[config.mk]
export PLATFORM = sky130hd
export DESIGN_NAME = cmd_issue_scheduler
export DESIGN_NICKNAME = d
export VERILOG_FILES = /design/src/rtl/cmd_issue_scheduler.sv
export SDC_FILE = /design/constraint.sdc
export NUM_CORES = 1
export LEC_CHECK = 0
export ABC_AREA = 1
export CORE_AREA = 2 2 62 64
export CTS_BUF_LIST = sky130_fd_sc_hd__clkbuf_4 sky130_fd_sc_hd__clkbuf_8
export DETAILED_ROUTE_END_ITERATION = 7
export DIE_AREA = 0 0 64 66
export GPL_ROUTABILITY_DRIVEN = 0
export PLACE_DENSITY = 0.78
export SKIP_CTS_REPAIR_TIMING = 1
export SLEW_MARGIN = 5
export SYNTH_ARGS = -nofsm -noshare
export SYNTH_HDL_FRONTEND = slang
export SYNTH_SLANG_ARGS = --single-unit
[constraint.sdc]
create_clock -name i_clock -period 7 [get_ports i_clock]
set_input_delay 1.05 -clock i_clock [delete_from_list [all_inputs] [get_ports i_clock]]
set_output_delay 1.05 -clock i_clock [all_outputs]
set_load 0.02 [all_outputs]
[src/rtl/cmd_issue_scheduler.sv]
// cmd_issue_scheduler: credit-tracked one-hot arbiter for the single PSL command issue port,
// with a restart-only mode entered on a paged/flush event.
module cmd_issue_scheduler #(
  parameter int CREDIT_WIDTH     = 9,
  parameter int PREFETCH_RESERVE = 4
) (
  input  logic                    i_clock,
  input  logic                    i_rstn,
  input  logic                    i_enabled,
  input  logic [CREDIT_WIDTH-1:0] i_credit_init,
  input  logic [5:0]              i_request_in,
  input  logic                    i_credit_return,
  input  logic                    i_paged_flush,
  input  logic                    i_restart_done,
  output logic [5:0]              o_grant_out,
  output logic                    o_issue_valid,
  output logic [CREDIT_WIDTH-1:0] o_credits_out,
  output logic                    o_restart_mode,
  output logic                    o_credit_error
);
  localparam int NUM_REQ = 6;
  localparam logic [CREDIT_WIDTH-1:0] PF_RES = CREDIT_WIDTH'(PREFETCH_RESERVE);
  localparam logic [CREDIT_WIDTH-1:0] ONE    = CREDIT_WIDTH'(1);

  typedef enum logic [1:0] {ARB_RESET, ARB_INIT, ARB_RUN, ARB_RESTART_ONLY} arb_state_t;

  arb_state_t              r_state, w_next;
  logic [NUM_REQ-1:0]      r_grant, w_grant, w_req;
  logic [CREDIT_WIDTH-1:0] r_credits, r_cap;
  logic                    r_rr, r_credit_error;
  logic                    w_active, w_base, w_pf_ok, w_pick_rd, w_take, w_ret_at_cap;

  always_ff @(posedge i_clock)
    if (!i_rstn) r_state <= ARB_RESET;
    else         r_state <= w_next;

  // paged_flush is tested before restart_done so it wins when both pulse together
  always_comb
    w_next = r_state == ARB_RESET ? ARB_INIT :
             r_state == ARB_INIT  ? ARB_RUN :
             i_paged_flush        ? ARB_RESTART_ONLY :
             (r_state == ARB_RESTART_ONLY && i_restart_done) ? ARB_RUN : r_state;

  always_comb begin
    o_grant_out    = r_grant;
    o_issue_valid  = |r_grant;
    o_credits_out  = r_credits;
    o_restart_mode = r_state == ARB_RESTART_ONLY;
    o_credit_error = r_credit_error;
  end

  // r_rr=0 favours write, 1 favours read; only consulted when both request
  always_comb begin
    w_active  = r_state == ARB_RUN || r_state == ARB_RESTART_ONLY;
    w_base    = w_active && i_enabled && r_credits != '0;
    w_req     = r_state == ARB_RESTART_ONLY ? {{(NUM_REQ-1){1'b0}}, i_request_in[0]} : i_request_in;
    w_pf_ok   = r_credits > PF_RES;
    w_pick_rd = w_req[3] && (!w_req[2] || r_rr);
    w_grant   = !w_base                  ? 6'b000000 :
                w_req[0]                 ? 6'b000001 :
                w_req[1]                 ? 6'b000010 :
                (w_req[2] | w_req[3])    ? (w_pick_rd ? 6'b001000 : 6'b000100) :
                (w_req[4] && w_pf_ok)    ? 6'b010000 :
                (w_req[5] && w_pf_ok)    ? 6'b100000 : 6'b000000;
    w_take       = |w_grant;
    w_ret_at_cap = !w_take && i_credit_return && r_credits == r_cap;
  end

  always_ff @(posedge i_clock)
    if (!i_rstn) begin
      r_grant        <= '0;
      r_credits      <= '0;
      r_cap          <= '0;
      r_rr           <= 1'b0;
      r_credit_error <= 1'b0;
    end else begin
      r_grant <= w_grant;
      if (r_state == ARB_INIT) begin
        r_credits <= i_credit_init;
        r_cap     <= i_credit_init;
      end else if (w_active) begin
        if (w_take && !i_credit_return)
          r_credits <= r_credits - ONE;
        else if (!w_take && i_credit_return && r_credits != r_cap)
          r_credits <= r_credits + ONE;
        if (w_ret_at_cap)
          r_credit_error <= 1'b1;
      end
      if (w_grant[2] | w_grant[3])
        r_rr <= w_grant[2];
    end
endmodule

==> summary.md <==
| Metric | Value |
|---|---|
| Result of the run | finished clean |
| Count of antenna diodes in the layout | 0 |
| Worst vdd rail ir drop | 0.000126 V |
| Net Count, Synth | 270 |
| Routed wire length per instance | 12.5 µm |
| Terminus of the critical flop-to-flop path | o_credits_out[7] |
| Post-Route Skew | about 0.0055 ns |
| Path class of the lowest-slack min-delay path | reg -> reg |
| Via total after detailed routing | ~1700 |
| Wire length of the first global-routing pass | ~6.8 mm |
| Most numerous cell types in the synthesized netlist | sky130_fd_sc_hd__nand2_1, sky130_fd_sc_hd__dfxtp_1, sky130_fd_sc_hd__inv_1, sky130_fd_sc_hd__nor2_1, sky130_fd_sc_hd__a21oi_1 |
| Pleak | between 0.9 and 1 nW |
| Highest routing layer actually used | met4 |
| CP startpoint kind | input port |
| Cell Area, Placed | 2140 µm² |
| Drt pass-1 iters | 4 |
| Yosys warning count | 0 |
| Clock tree from TritonCTS | done |
| Primary FF master, synth | sky130_fd_sc_hd__dfxtp_1 |
| Clk Tree Root Cell | sky130_fd_sc_hd__clkbuf_4 |
| Syn-to-layout area delta | 27.5% |
| Largest cells by area after synthesis | sky130_fd_sc_hd__dfxtp_1, sky130_fd_sc_hd__nand2_1, sky130_fd_sc_hd__inv_1, sky130_fd_sc_hd__nor2_1, sky130_fd_sc_hd__ha_1 |
| Fin area | around 2200 µm² |
| Area of the core | 3550 µm² |
| Worst-case hold path end point | r_rr |
| Overall die area | about 4200 µm² |
| Worst hold path cell count | 2 |
| Setup CP Type | in -> reg |
| Worst skew pair latency | 0.33 ns |
| Worst max-slew margin expressed relative to the limit | roughly half |
| Number of max-capacitance violations reported | 0 |
| CTS Sinks | 28 |
| Data arrival time of the critical path | ~3.7 ns |
| Die height | about 66 µm |
| DR WL met2 | 1.93 mm |
| Critical Path End Type | register |
| Fraction of layout cells with a size suffix above 1 | between 10% and 20% |
| CTS Buf Count | 3 |
| Number of antenna violations at the first check in global routing | 0 |
| Initial Utilization | about half |
| DRT Wirelength | 4.08 mm |
| FF+latch count, synth | 28 |
| Average size of a mapped cell | ~7.1 µm² |
| Setup Total Neg Slack | 0 ns |
| Worst R2R Start | o_credits_out[6] |
| Async set-or-reset flop fraction in the synthesized netlist | 0% |
| Number of nets still failing antenna checks after routing | 0 |
| Fin. Hold Viols | 0 |
| DRC | 0 |
| Data required, critical path | ~7.3 ns |
| Min Clock Period, post-route | 3.42 ns |
| Overall routing resource usage | 20.8% |
| Post-synthesis cell count | 241 |
| Worst r2r path cells | 18 |
| Die X | 64 µm |
| Fraction of the yosys area taken by sequential cells | 32.6% |
| Post-synth design cell area | between 1500 and 2000 µm² |
| Overall power of the completed layout | approximately 0.45 mW |
| Vias in the first global route | roughly 1500 |
| Count of different cell masters after synthesis | 34 |
| Maximum clock frequency | 0.292 GHz |
| Power density normalized to cell area | approximately 210 nW/µm² |
| Std-Cell Rows | 22 |
| DRC marker count from the first detailed-route iteration | 39 |
| Tcrit/Tclk final | roughly half |
| Dominant cell type by area after synthesis | sky130_fd_sc_hd__dfxtp_1 |
| Worst reg2reg setup slack | approximately 4 ns |
| Hold Path Origin | r_rr |
| Max-slew violation count | 0 |
| Post-detailed-placement half-perimeter wirelength | between 3 and 4 mm |
| Vias per cell | 5.09 |
| Total of endpoints with negative setup slack in the final report | 0 |
| Pin count of the biggest net entering global routing | 21 |
| Met3 Wirelength | roughly 270 µm |
| Clock edge transition at the registers on the reported setup and hold paths | 0.15 ns |
| Maximum net fanout on the critical path | 7 |
| Setup repair after global routing missed its margin | no |
| Final global-route overflow total | 0 |
| Final nets | about 310 |
| # port buffers | 38 |
| EDFF count, synth | 0 |
| Actual transition at the worst max-transition pin | between 0.7 and 0.8 ns |
| Deepest level of the CTS H-tree | 1 |
| Buffer depth of the longest clock path | 2 |
| Number of primary I/O pins | 39 |
| Share of Yosys cell area claimed by the top area cell type | approximately a third |
| Detailed-route wire length on metal 1 | between 1.5 and 2 mm |
| Most common cell in the netlist | sky130_fd_sc_hd__nand2_1 |
## sequential cells by signal, indices dropped and copies added, names as in the netlist
name and count:
o_grant_out 6, o_credits_out 9, r_rr 1, o_credit_error 1
r_cap 9, r_state 2
## per-layer routing
layer	vias up	GRT usage (%)
met5	-	0
met4	0	8.15
met3	4	1.87
met2	56	36.2
met1	726	26.6
li1	873	-
## layout by cell type, fill, tap and decap left out, drive strengths merged, types with 4 or more instances in the layout
cell type      synthesis  routed
xor2                   4       4
ha                     7       7
dfxtp                 28      28
nor2                  27      27
clkdlybuf4s50          0      38
nand2                 63      63
nand4                  7       7
a21oi                 22      22
nand3                 18      18
xnor2                  4       4
o21ai                  7       7
nor3                   6       6
inv                   27      27
## layout make-up
| class | instances | area (µm²) |
|---|---|---|
| Timing Repair Buffer | 38 | 380 |
| Clock buffer | 3 | 22.5 |
| Sequential cell | 28 | 561 |
| Clock inverter | 1 | 30.0 |
| Inverter | 28 | 105 |
| Tap cell | 48 | 60.1 |
| Multi-Input combinational cell | 180 | 1040 |
| Fill cell | 311 | 1360 |
## power by group
part / leakage (nW) / switching [mW] / internal, mW
Sequential: 0.229 / 0.0171 / 0.172
Clock: 0.0279 / 0.0487 / 0.0579
Combinational: 0.683 / 0.0924 / 0.0649
Total: 0.939 / 0.158 / 0.295
## worst max-delay path: stages
cell and delay, ns:
sky130_fd_sc_hd__clkdlybuf4s50_1 0.42, sky130_fd_sc_hd__nor2_1 0.17, sky130_fd_sc_hd__nor2_2 0.09, sky130_fd_sc_hd__nor2_4 0.10, sky130_fd_sc_hd__nand3_2 0.11, sky130_fd_sc_hd__nand3_2 0.14
sky130_fd_sc_hd__inv_1 0.16, sky130_fd_sc_hd__ha_1 0.41, sky130_fd_sc_hd__inv_1 0.08, sky130_fd_sc_hd__o31ai_1 0.37, sky130_fd_sc_hd__nand4_1 0.13, sky130_fd_sc_hd__nand2_1 0.12
sky130_fd_sc_hd__nand3_1 0.08, sky130_fd_sc_hd__nand2_1 0.06, sky130_fd_sc_hd__nor2_1 0.05, sky130_fd_sc_hd__nor2_1 0.08, sky130_fd_sc_hd__nor2_1 0.04
## how the worst max path moves through the flow
stage / from / to
after floorplan: i_request_in[3] / o_credits_out[8]
after global placement: i_request_in[3] / o_credits_out[8]
after detailed placement: i_request_in[3] / o_credits_out[8]
after CTS: i_request_in[3] / o_credits_out[8]
after global routing: i_request_in[3] / o_credits_out[8]
final: i_request_in[3] / o_credits_out[8]
## stage by stage
step                      hold slack (ns)  instances  util [%]  worst slack, ns
final                               0.485        326      61.8             3.58
after global routing                0.510        326      61.8             3.37
after CTS                           0.488        326      61.8             3.58
after detailed placement            0.459        322      60.3             3.20
after global placement              0.447        322      60.3             3.27
after floorplan                     0.441        241         -             3.97
## cell families after synthesis
family | count (synthesis) | synth area share [%]
AND/OR/NAND/NOR | 124 | 35.2
AO/OA/AOI/OAI | 40 | 14.6
buffers and inverters | 33 | 7.27
flip-flops | 28 | 32.6
XOR/XNOR | 8 | 4.07
adder cells (fa/ha/maj) | 8 | 6.25
No activity file was read; power rests on OpenSTA's default activity.
